**src/rtl/cache_miss_ctrl_if.sv**
```systemverilog
// Cache <-> miss controller <-> dmem signal bundle.
// Latency: none, wires only.
// Backpressure: none; the controller holds the pipeline through stall.
//
// master: cache/dmem side (drives the miss request and the dmem read data)
// slave : cache_miss_ctrl (drives the dmem request, refill line, update, stall)
interface cache_miss_ctrl_if;
  // cache -> controller
  logic              miss;          // miss, already qualified with MEM_RDEN
  logic              victim_dirty;  // LRU victim is valid and dirty
  logic [31:0]       miss_addr;     // CPU address that missed
  logic [31:0]       wb_addr;       // line-aligned victim address
  logic [3:0][31:0]  wb_words;      // victim line data
  // dmem -> controller
  logic [3:0][31:0]  mem_rd_words;  // line read from dmem
  // controller -> dmem
  logic [31:0]       mem_addr;
  logic              mem_we;
  logic [3:0][31:0]  mem_wdata;
  // controller -> cache / pipeline
  logic              update;        // one-cycle install pulse
  logic [3:0][31:0]  fill_words;    // registered refill line
  logic              stall;

  modport master (
    output miss, victim_dirty, miss_addr, wb_addr, wb_words, mem_rd_words,
    input  mem_addr, mem_we, mem_wdata, update, fill_words, stall
  );

  modport slave (
    input  miss, victim_dirty, miss_addr, wb_addr, wb_words, mem_rd_words,
    output mem_addr, mem_we, mem_wdata, update, fill_words, stall
  );
endinterface

```
**src/rtl/cache_miss_ctrl.sv**
```systemverilog
// Data-cache miss controller: optional victim writeback, line refill, install pulse.
// Latency: clean miss L+1 cycles to update, dirty miss 2L+1 (L = MEM_LATENCY).
// Backpressure: stall held from the miss cycle through the update cycle.
//
// Ports:
//   CLK, RST_N   clock and synchronous active-low reset
//   bus          cache_miss_ctrl_if.slave (miss request in, dmem request out,
//                refill line / update / stall back to the cache)
//   perf_miss_cnt, perf_wb_cnt  (only when CACHE_MISS_PERF_EN is defined)
//                accepted transactions / victim writebacks, wrapping counters
// Build option: define CACHE_MISS_PERF_EN to add the performance counters.
module cache_miss_ctrl #(
  parameter int MEM_LATENCY = 2,  // cycles per dmem access, 1..15
  parameter int BLOCK_WORDS = 4   // words per line, fixed at 4
) (
  input  logic                    CLK,
  input  logic                    RST_N,
  cache_miss_ctrl_if.slave        bus
`ifdef CACHE_MISS_PERF_EN
  ,
  output logic [31:0]             perf_miss_cnt,
  output logic [31:0]             perf_wb_cnt
`endif
);

  // Counter runs 0..L-1 inside WB and FILL; L-1 marks the last access cycle.
  localparam logic [3:0]  LAST_CNT  = 4'(MEM_LATENCY - 1);
  // Clears the byte-within-line bits of the miss address.
  localparam logic [31:0] LINE_MASK = ~(32'(BLOCK_WORDS * 4) - 32'd1);

  typedef enum logic [1:0] {
    IDLE   = 2'd0,
    WB     = 2'd1,
    FILL   = 2'd2,
    UPDATE = 2'd3
  } state_t;

  state_t           r_state;
  state_t           w_state_nxt;
  logic [3:0]       r_cnt;
  logic             w_cnt_last;
  logic             w_accept;
  logic             w_stall;
  logic             w_mem_we;
  logic             w_update;

  logic [31:0]      r_miss_addr;
  logic [31:0]      r_wb_addr;
  logic [3:0][31:0] r_wb_words;
  logic [3:0][31:0] r_fill_words;

  // ---------------------------------------------------------------------------
  // FSM: state register
  // ---------------------------------------------------------------------------
  always_ff @(posedge CLK) begin
    if (!RST_N) begin
      r_state <= IDLE;
    end else begin
      r_state <= w_state_nxt;
    end
  end

  // ---------------------------------------------------------------------------
  // FSM: next state and control outputs
  // ---------------------------------------------------------------------------
  always_comb begin
    w_state_nxt = r_state;
    w_cnt_last  = (r_cnt == LAST_CNT);
    w_accept    = 1'b0;
    w_stall     = 1'b1;
    w_mem_we    = 1'b0;
    w_update    = 1'b0;
    case (r_state)
      IDLE: begin
        // Combinational so the pipeline is frozen in the miss cycle itself.
        w_stall = bus.miss;
        if (bus.miss) begin
          w_accept    = 1'b1;
          w_state_nxt = bus.victim_dirty ? WB : FILL;
        end
      end
      WB: begin
        w_mem_we = 1'b1;
        if (w_cnt_last) begin
          w_state_nxt = FILL;
        end
      end
      FILL: begin
        if (w_cnt_last) begin
          w_state_nxt = UPDATE;
        end
      end
      UPDATE: begin
        w_update    = 1'b1;
        w_state_nxt = IDLE;
      end
      default: begin
        w_state_nxt = IDLE;
      end
    endcase
  end

  // ---------------------------------------------------------------------------
  // Access cycle counter: restarts on every state change
  // ---------------------------------------------------------------------------
  always_ff @(posedge CLK) begin
    if (!RST_N) begin
      r_cnt <= 4'd0;
    end else if (w_state_nxt != r_state) begin
      r_cnt <= 4'd0;
    end else if (r_state == WB || r_state == FILL) begin
      r_cnt <= r_cnt + 4'd1;
    end
  end

  // ---------------------------------------------------------------------------
  // Request latches: captured only when a transaction is accepted, so input
  // changes mid-transaction have no effect.
  // ---------------------------------------------------------------------------
  always_ff @(posedge CLK) begin
    if (!RST_N) begin
      r_miss_addr <= 32'd0;
      r_wb_addr   <= 32'd0;
      r_wb_words  <= '0;
    end else if (w_accept) begin
      r_miss_addr <= bus.miss_addr;
      r_wb_addr   <= bus.wb_addr;
      r_wb_words  <= bus.wb_words;
    end
  end

  // Refill line: dmem data is only valid on the final FILL cycle; data seen
  // during WB (zeros while writing) is never captured.
  always_ff @(posedge CLK) begin
    if (!RST_N) begin
      r_fill_words <= '0;
    end else if (r_state == FILL && w_cnt_last) begin
      r_fill_words <= bus.mem_rd_words;
    end
  end

`ifdef CACHE_MISS_PERF_EN
  // ---------------------------------------------------------------------------
  // Performance counters (free-running, wrap naturally)
  // ---------------------------------------------------------------------------
  always_ff @(posedge CLK) begin
    if (!RST_N) begin
      perf_miss_cnt <= 32'd0;
      perf_wb_cnt   <= 32'd0;
    end else begin
      if (w_accept) begin
        perf_miss_cnt <= perf_miss_cnt + 32'd1;
      end
      if (w_accept && w_state_nxt == WB) begin
        perf_wb_cnt <= perf_wb_cnt + 32'd1;
      end
    end
  end
`endif

  // ---------------------------------------------------------------------------
  // Outputs. mem_addr/mem_wdata come straight from the latches, so they hold
  // their last value in IDLE and read 0 after reset.
  // ---------------------------------------------------------------------------
  assign bus.mem_addr   = (r_state == WB) ? r_wb_addr : (r_miss_addr & LINE_MASK);
  assign bus.mem_wdata  = r_wb_words;
  assign bus.mem_we     = w_mem_we;
  assign bus.update     = w_update;
  assign bus.fill_words = r_fill_words;
  assign bus.stall      = w_stall;

endmodule

```
**src/flat_wrapper.sv**
```systemverilog
// flat-port wrapper written by rule: the top's interface ports become plain ports
module cache_miss_ctrl_flat 
#(
  parameter int MEM_LATENCY = 2,                                  
  parameter int BLOCK_WORDS = 4                                
)
  (CLK, RST_N, bus_miss, bus_victim_dirty, bus_miss_addr, bus_wb_addr, bus_wb_words, bus_mem_rd_words, bus_mem_addr, bus_mem_we, bus_mem_wdata, bus_update, bus_fill_words, bus_stall);
  cache_miss_ctrl_if bus_i ();
  input  logic CLK;
  input  logic RST_N;
  input wire logic [$bits(bus_i.miss)-1:0] bus_miss;
  input wire logic [$bits(bus_i.victim_dirty)-1:0] bus_victim_dirty;
  input wire logic [$bits(bus_i.miss_addr)-1:0] bus_miss_addr;
  input wire logic [$bits(bus_i.wb_addr)-1:0] bus_wb_addr;
  input wire logic [$bits(bus_i.wb_words)-1:0] bus_wb_words;
  input wire logic [$bits(bus_i.mem_rd_words)-1:0] bus_mem_rd_words;
  output wire logic [$bits(bus_i.mem_addr)-1:0] bus_mem_addr;
  output wire logic [$bits(bus_i.mem_we)-1:0] bus_mem_we;
  output wire logic [$bits(bus_i.mem_wdata)-1:0] bus_mem_wdata;
  output wire logic [$bits(bus_i.update)-1:0] bus_update;
  output wire logic [$bits(bus_i.fill_words)-1:0] bus_fill_words;
  output wire logic [$bits(bus_i.stall)-1:0] bus_stall;
  assign bus_i.miss = bus_miss;
  assign bus_i.victim_dirty = bus_victim_dirty;
  assign bus_i.miss_addr = bus_miss_addr;
  assign bus_i.wb_addr = bus_wb_addr;
  assign bus_i.wb_words = bus_wb_words;
  assign bus_i.mem_rd_words = bus_mem_rd_words;
  assign bus_mem_addr = bus_i.mem_addr;
  assign bus_mem_we = bus_i.mem_we;
  assign bus_mem_wdata = bus_i.mem_wdata;
  assign bus_update = bus_i.update;
  assign bus_fill_words = bus_i.fill_words;
  assign bus_stall = bus_i.stall;
  cache_miss_ctrl #(.MEM_LATENCY(MEM_LATENCY), .BLOCK_WORDS(BLOCK_WORDS)) u_core (.CLK(CLK), .RST_N(RST_N), .bus(bus_i));
endmodule
```
**config.mk**
```make
export PLATFORM = sky130hd
export DESIGN_NAME = cache_miss_ctrl_flat
export DESIGN_NICKNAME = d
export VERILOG_FILES = /design/src/rtl/cache_miss_ctrl_if.sv /design/src/rtl/cache_miss_ctrl.sv /design/src/flat_wrapper.sv
export SDC_FILE = /design/constraint.sdc
export NUM_CORES = 1
export LEC_CHECK = 0
export BUFFER_PORTS_ARGS = -buffer_cell sky130_fd_sc_hd__buf_2
export CORE_AREA = 10 10 233 235
export CTS_CLUSTER_DIAMETER = 60
export CTS_CLUSTER_SIZE = 20
export DETAILED_ROUTE_END_ITERATION = 7
export DIE_AREA = 0 0 243 245
export SYNTH_ARGS = -nofsm -noshare
export SYNTH_HDL_FRONTEND = slang
export SYNTH_SLANG_ARGS = --single-unit
```
**constraint.sdc**
```tcl
create_clock -name CLK -period 2.05 [get_ports CLK]
set_input_delay 0.41 -clock CLK [delete_from_list [all_inputs] [get_ports CLK]]
set_output_delay 0.41 -clock CLK [all_outputs]
set_load 0.005 [all_outputs]
```
Word-level counts from Yosys, hierarchy flattened
Index checks and enable logic that the tools add are counted.
- bits in registers: 326
- output and inout bits: 291
- logic and storage cells: 34
- add/sub/neg operators: 1
- mux-type cells: 11
- equality and inequality tests: 5
- reduce and logical (&&, ||, !) cells: 4
- bitwise operators: 1
- operators by type and width (kind ; number):
    32-bit two-way mux ; 1
    2-bit two-way mux ; 4
    2-bit case mux with 4 select lines ; 1
    1-bit two-way mux ; 5
    4-bit by 1-bit adder with 4-bit output (second input constant) ; 1
    2-bit equality test (second input constant) ; 2
    4-bit by 1-bit equality test with 1-bit output (second input constant) ; 1
    2-bit by 1-bit equality test with 1-bit output (second input constant) ; 1
    2-bit zero test ; 1
    2-bit != test ; 1
    2-bit OR reduction ; 1
    1-bit logical AND ; 1
    1-bit logical OR ; 1
    1-bit NOT ; 1

Depth between registers and ports, before layout
Gate-level depths: netlist of the first run.
- word-level depth: 5
- gate-level depth with buffers: 9
- depth with buffers taken out: 6

Worst setup path before layout of the first run
OpenSTA, ideal clock, no wires.
- kind: reg-to-output
- start: register u_core.r_state[1]
- end: output bus_mem_addr[10]
- data arrival time: 1591 ps
- cell stages (with the launch flop): 6
- path slack: 49 ps
- cells stage by stage: dfxtp_1 -> inv_1 -> ha_1 -> buf_2 -> buf_1 -> mux2_2
- cells in the longest elaborated chain, start to end: 2
- ends and longest elaborated chain (what ; line ; RTL):
    start, declared ; cache_miss_ctrl.sv:38 ; state_t r_state;
    start signal, assigned ; cache_miss_ctrl.sv:59 ; r_state <= w_state_nxt;
    2-bit by 1-bit equality test with 1-bit output ; cache_miss_ctrl.sv:165 ; assign bus.mem_addr = (r_state == WB) ? r_wb_addr : (r_miss_addr & LINE_MASK);
    32-bit two-way mux ; cache_miss_ctrl.sv:165 ;
    end, declared ; flat_wrapper.sv:17 ; output wire logic [$bits(bus_i.mem_addr)-1:0] bus_mem_addr;
No other way between the ends.

Final worst setup path of the first run
- start: register u_core.r_state[1]
- end: output bus_mem_addr[17]
Same word-level chain as after synthesis.

==> results of run 1 <==
-- worst paths after layout --
kind | end | slack (ns) | cells past startpoint
min reg2reg | u_core.bus.fill_words[55] | 0.45 | 2
max reg2reg | u_core.bus.fill_words[37] | 0.17 | 7
max | bus_mem_addr[17] | -0.25 | 6
min | u_core.bus.fill_words[27] | 0.06 | 3
-- timing repair --
| action | CTS | global route |
|---|---|---|
| setup endpoints to repair | 34 | 34 |
| cloned | 3 | 0 |
| gates resized for setup | 74 | 3 |
| pin swaps | 5 | 0 |
| setup buffers | 5 | 3 |
-- placed cells by master, fill, tap and decap left out, drive strengths merged --
master and count:
buf 662, nand2 637, dfxtp 322, a21boi 316
clkbuf 32, mux2 28, inv 15, nor2 8
ha 8, bufinv 6, clkinv 6, and2 5
o21ai 3, nand3 3, a211oi 2, a31oi 2
xnor2 2, xor2 2, or3b 2, diode 1
nand2b 1, nand4bb 1, nor3 1, a41oi 1
o221ai 1, o21a 1, nor4b 1, o221a 1
o2111ai 1, mux2i 1, nand4 1
-- final cells by class --
cell class / count / share of cell area [%]
Clock inverter: 22 / 2.02
Clock buffer: 32 / 4.24
Antenna cell: 1 / 0.0138
Tap cell: 672 / 4.65
Inverter: 5 / 0.104
Timing Repair Buffer: 662 / 22.3
Multi-Input combinational cell: 1029 / 31.1
Sequential cell: 322 / 35.7
-- per-layer routing --
metal  wire, um  part of all wire [%]
met5         69                  0.15
met4        932                   2.1
met3       4270                   9.5
met2      22700                    50
met1      17000                    38
-- flip-flops by register name (all words and copies together), names as in the netlist --
signal	flops
u_core.bus.fill_words	128
u_core.bus.mem_wdata	128
u_core.r_cnt	4
u_core.r_miss_addr	28
u_core.r_state	2
u_core.r_wb_addr	32
-- cell families (layout without fill, tap and decap cells) --
group / Yosys count / count (layout) / synth area share [%]
xor+xnor: 4 / 4 / 0.281
other cells: 0 / 1 / 0
mux: 29 / 29 / 2.61
compound gates: 328 / 328 / 19.7
flops: 322 / 322 / 51.8
buf+inv: 115 / 721 / 4.49
fa+ha+maj: 8 / 8 / 0.804
simple gates: 660 / 660 / 20.3
-- power by group --
part           internal (mW)  leakage [nW]  switching (mW)  total, mW
Sequential              7.10          2.62           0.419       7.52
Clock                   3.60         0.554            2.72       6.33
Combinational           2.62          4.90            2.96       5.58
Total                   13.3          8.08            6.10       19.4
-- critical path, cell delays in order (launching register included) --
cell and delay, ns:
dfxtp_2 0.32, inv_2 0.07, ha_4 0.22, buf_12 0.14, buf_16 0.14, mux2_4 0.31, buf_6 0.12
-- metrics by stage --
step	setup TNS, ns	hold slack [ns]
2_1_floorplan	0	0.439
3_3_place_gp	0	0.438
3_5_place_dp	0	0.442
4_1_cts	-7.96	0.0182
5_1_grt	-8.78	0.0222
6_report	-5.83	0.0637
==> results by group, run 1 <==
Critical path
  – CP Data Required Time: 1.64 ns
  – CP Capture Type: output port
  – Crit Path Max Fanout: 7
  – Crit path kind: flip-flop to output port
  – CP arrival: 1.89 ns
  – CP Launch Type: flip-flop
  – Reg-to-reg startpoint: u_core.r_cnt[0]
  – Critical Path Source: u_core.r_state[1]

Timing
  – Period utilization: 112%
  – F_max: 0.435 GHz
  – Setup slack after layout: -0.246 ns
  – Max_slew headroom: 69.7%
  – Tmin final: 2.30 ns
  – Final setup violating endpoints: 33
  – Unrepaired setup endpoints after global routing: yes
  – Worst-margin pin slew: 0.453 ns
  – Clock Skew: 0.0171 ns
  – Final Hold Fails: 0
  – Pins over their slew limit: 0

Placed design
  – Placed cell areas: 16500 um2
  – Post-DP HPWL: 34200 um
  – IO Port Bufs: 610
  – Placed Cells: 2681
  – Pre-CTS setup slack: 0.158 ns
  – GPL Wtd Cong: 0.865

Route
  – Final ANT Viol Nets: 0
  – First-pass DRT Iterations: 5
  – 1st-iter DRT viols: 482
  – Residual DRC: 0
  – Drt wl/cell: 16.4 um
  – Drt total wl: 44900 um
  – Detailed-route via count: 11800
  – Vias per inst: 4.30

Global routing
  – Vias in the first global route: 11900
  – GR Util met3: 5.53%
  – Grt ovf: 0
  – Met2 usage: 25.4%
  – Pin count of the biggest net entering global routing: 82
  – GRT Overall Usage: 14.1%
  – Top Usage Layer GRT: met2
  – GR met1 Demand/Resource: 15.2%
  – First-pass GRT wire length: 68500 um
  – Antenna violations before repair: 6

Run status
  – Violated checks: setup timing
  – Status: finished with violations

Clock tree
  – Total clock sinks: 322
  – CTS Buffer Depth: 3
  – Clk_lat worst skew: 0.58 ns
  – Clock Pin Slew Worst Setup and Hold Paths: 0.08 ns
  – Clock Root Buffer: clkbuf_16
  – Cts hold-fix bufs: 0
  – Num CTS Buffers: 29
  – CTS H-tree depth: 1
  – TritonCTS clock tree: built

Logic synthesis
  – Synth Flop Type: dfxtp_1
  – Syn Area/Cell: 8.50 um2
  – Cell taking the most area after synthesis: dfxtp_1
  – Syn_nets: 1798
  – Top cell type's share of synthesized area: 51.8%
  – Most area-consuming cells after synthesis: dfxtp_1 (52%), nand2_1 (19%), a21boi_0 (12%)
  – Post-Syn Instances: 1466
  – Sequential share of the synthesized area: 51.8%
  – Number of library cell types mapped by synthesis: 34
  – Commonest cells in the netlist: nand2_1 (637), dfxtp_1 (322), a21boi_0 (196)
  – Yosys warning count: 0
  – FF+latch count, synth: 322
  – Count leader, synth: nand2_1
  – Asr flop ratio synth: 0%
  – Mapped Area: 12500 um2
  – Post-synth EDFFs: 0

Pwr
  – Pleak: 8.08 nW
  – Tot Pwr: 19.4 mW
  – Power Density: 1070 nW/um2
  – Maximum vdd drop: 748 uV

Finish
  – Area Overhead vs Synth: 45.2%
  – Area of the multi-input gates: 5620 um2
  – Layout Nets: 2381
  – Storage cell area: 6450 um2
  – Final Cell Area: 18100 um2
  – Final core utilization: 36.4%
  – Finished Layout Cells: 2745
  – Filler cell count: 5190
  – Share of layout cells above drive strength 1: 36.6%

Die
  – # IOs: 615
  – Core area: 49700 um2
  – DIE HEIGHT: 245 um
  – Row count: 82
  – Starting Density: 25.1%
  – DIE WIDTH: 243 um
  – Die ar.: 59500 um2

Hold path
  – Worst Hold Launch: bus_mem_rd_words[27]
  – Hold crit path type: input port to flip-flop

Job
  – Max-Cap Viols: 0
(Power assumes the default switching activity.)
==> run 2, diff against run 1 <==
Settings changed: RECOVER_POWER set to 50.
==> results by group, run 2 (synthesis gave the netlist of run 1 again) <==
Run status
  – Status: finished with violations (unchanged)
  – Violated checks: setup timing (unchanged)

Clock tree
  – Num CTS Buffers: 29 (unchanged)
  – Total clock sinks: 322 (unchanged)
  – CTS Buffer Depth: 3 (unchanged)
  – Clk_lat worst skew: 0.58 ns (about the same)
  – Clock Root Buffer: clkbuf_16 (unchanged)
  – Clock Pin Slew Worst Setup and Hold Paths: 0.08 ns (about the same)
  – CTS H-tree depth: 1 (unchanged)
  – TritonCTS clock tree: built (unchanged)

Global routing
  – Grt ovf: 0 (unchanged)
  – GRT Overall Usage: 14.1% (unchanged)
  – Vias in the first global route: 11900 (unchanged)
  – Antenna violations before repair: 6 (unchanged)
  – First-pass GRT wire length: 68500 um (unchanged)
  – Pin count of the biggest net entering global routing: 82 (unchanged)

Critical path
  – Max stage delay on crit path: 0.32 ns (about the same)
  – R2r setup slk: -0.13 ns (was 0.17 ns)
  – Crit Path Max Fanout: 7 (unchanged)
  – Reg2reg end: u_core.bus.mem_wdata[85] (was u_core.bus.fill_words[37])
  – Critical Path Source: u_core.r_state[1] (unchanged)
  – CP arrival: 1.89 ns (about the same)
  – Crit path kind: flip-flop to output port (unchanged)
  – Reg-to-reg startpoint: u_core.r_state[1] (was u_core.r_cnt[0])
  – Crit-path slowest cell: dfxtp_2 (unchanged)
  – CP Capture Type: output port (unchanged)
  – CP Launch Type: flip-flop (unchanged)
  – Ordered cell list for the critical path: inv_2 -> ha_4 -> buf_12 -> buf_16 -> mux2_4 -> buf_6 (unchanged)
  – Reg2Reg Depth: 8 (was 7)
  – CP Data Required Time: 1.64 ns (about the same)
  – Critical Path End: bus_mem_addr[17] (unchanged)

Timing
  – Setup slack after layout: -0.245 ns (was -0.246 ns)
  – F_max: 0.436 GHz (was 0.435 GHz)
  – TNS Setup: -8.13 ns (was -5.83 ns)
  – Final Hold Fails: 0 (unchanged)
  – Final setup violating endpoints: 74 (was 33)
  – Pins over their slew limit: 0 (unchanged)
  – Hold_ws: 0.0632 ns (was 0.0637 ns)
  – Period utilization: 112% (about the same)
  – Tmin final: 2.30 ns (about the same)
  – Max_slew headroom: 50.0% (was 69.7%)
  – Clock Skew: 0.0174 ns (was 0.0171 ns)
  – Worst-margin pin slew: 0.751 ns (was 0.453 ns)
  – Unrepaired setup endpoints after global routing: yes (unchanged)

Finish
  – Final core utilization: 35.7% (was 36.4%)
  – Area Overhead vs Synth: 42.4% (was 45.2%)
  – Layout Nets: 2381 (unchanged)
  – Commonest non-fill, non-tap cell in the layout: nand2_1 (unchanged)
  – Share of layout cells above drive strength 1: 24.7% (was 36.6%)
  – Filler cell count: 5333 (was 5190)
  – Finished Layout Cells: 2746 (was 2745)
  – Final Cell Area: 17700 um2 (was 18100 um2)
  – Most frequent cells in the layout: nand2_1 (636), buf_2 (330), dfxtp_1 (320) (was nand2_1 (636), buf_2 (576), dfxtp_1 (320))

Route
  – Detailed-route via count: 11800 (about the same)
  – First-pass DRT Iterations: 5 (unchanged)
  – Residual DRC: 0 (unchanged)
  – Vias per inst: 4.31 (was 4.30)
  – Final ANT Viol Nets: 0 (unchanged)
  – Drt wl/cell: 16.4 um (about the same)
  – Drt total wl: 45100 um (was 44900 um)
  – 1st-iter DRT viols: 443 (was 482)

Die
  – Row count: 82 (unchanged)
  – # IOs: 615 (unchanged)
  – DIE WIDTH: 243 um (unchanged)
  – Starting Density: 25.1% (unchanged)
  – Core area: 49700 um2 (unchanged)
  – Die ar.: 59500 um2 (unchanged)
  – DIE HEIGHT: 245 um (unchanged)

Pwr
  – Power Density: 1080 nW/um2 (was 1070 nW/um2)
  – Maximum vdd drop: 747 uV (was 748 uV)
  – Pleak: 7.02 nW (was 8.08 nW)

Placed design
  – Placed cell areas: 16500 um2 (unchanged)
  – Post-DP HPWL: 34200 um (unchanged)
  – GPL Wtd Cong: 0.865 (unchanged)
  – Placed Cells: 2681 (unchanged)
  – IO Port Bufs: 610 (unchanged)

Job
  – Max-Cap Viols: 0 (unchanged)

Hold path
  – Hold crit path type: input port to flip-flop (unchanged)
-- run 2: through the flow --
step	worst slack, ns	total power, mW
after CTS	-0.311	19.7
after global placement	0.196	12.5
after global routing	-0.340	20.3
final	-0.245	19.2
after detailed placement	0.158	12.6
after floorplan	0.0491	10.2
-- run 2: worst max-delay path, delay by kind of cell (launching register included) --
kind | cells | cell delay, ns
buffers and inverters | 4 | 0.47
muxes | 1 | 0.31
DFF | 1 | 0.32
adders and majority gates | 1 | 0.22
-- run 2: per-layer routing --
metal / wire length, um / track usage [%] / vias to the layer above / part of all wire (%)
li1: - / - / 5897 / -
met1: 17300 / 15.2 / 5447 / 38
met2: 22700 / 25.4 / 423 / 50
met3: 4090 / 5.53 / 56 / 9.1
met4: 931 / 3.84 / 10 / 2.1
met5: 69 / 0 / - / 0.15
-- run 2: area by class of cell --
type                    count  area [um2]  area share, %
flip-flops and latches    322        6450           36.4
multi-input cells        1029        5610           31.6
repair buffers            662        3690           20.8
well taps                 672         841           4.74
clock buffers              32         767           4.32
clock inverters            22         365           2.06
inverters                   5        18.8          0.106
diodes                      2        5.00         0.0282
-- run 2: where the power goes --
part | internal [mW] | switching [mW] | total, mW
registers | 7.10 | 0.436 | 7.54
logic | 2.39 | 2.95 | 5.34
clock network | 3.60 | 2.72 | 6.33
-- run 2: worst min-delay path by stage --
stage               cells past startpoint                 startpoint                         to  slack (ns)
floorplan                               2        u_core.r_wb_addr[0]        u_core.r_wb_addr[0]        0.44
global placement                        2  u_core.bus.fill_words[85]  u_core.bus.fill_words[85]        0.44
detailed placement                      2  u_core.bus.fill_words[55]  u_core.bus.fill_words[55]        0.44
CTS                                     3       bus_mem_rd_words[17]  u_core.bus.fill_words[17]        0.02
global route                            3       bus_mem_rd_words[32]  u_core.bus.fill_words[32]        0.02
finish                                  3       bus_mem_rd_words[27]  u_core.bus.fill_words[27]        0.06
-- run 2: timing repair --
item | in CTS | in global routing
setup buffers | 5 | 3
cloned | 3 | 0
pin swaps | 5 | 0
hold buffers | 0 | 0
resized for setup | 74 | 3
setup endpoints to repair | 34 | 34
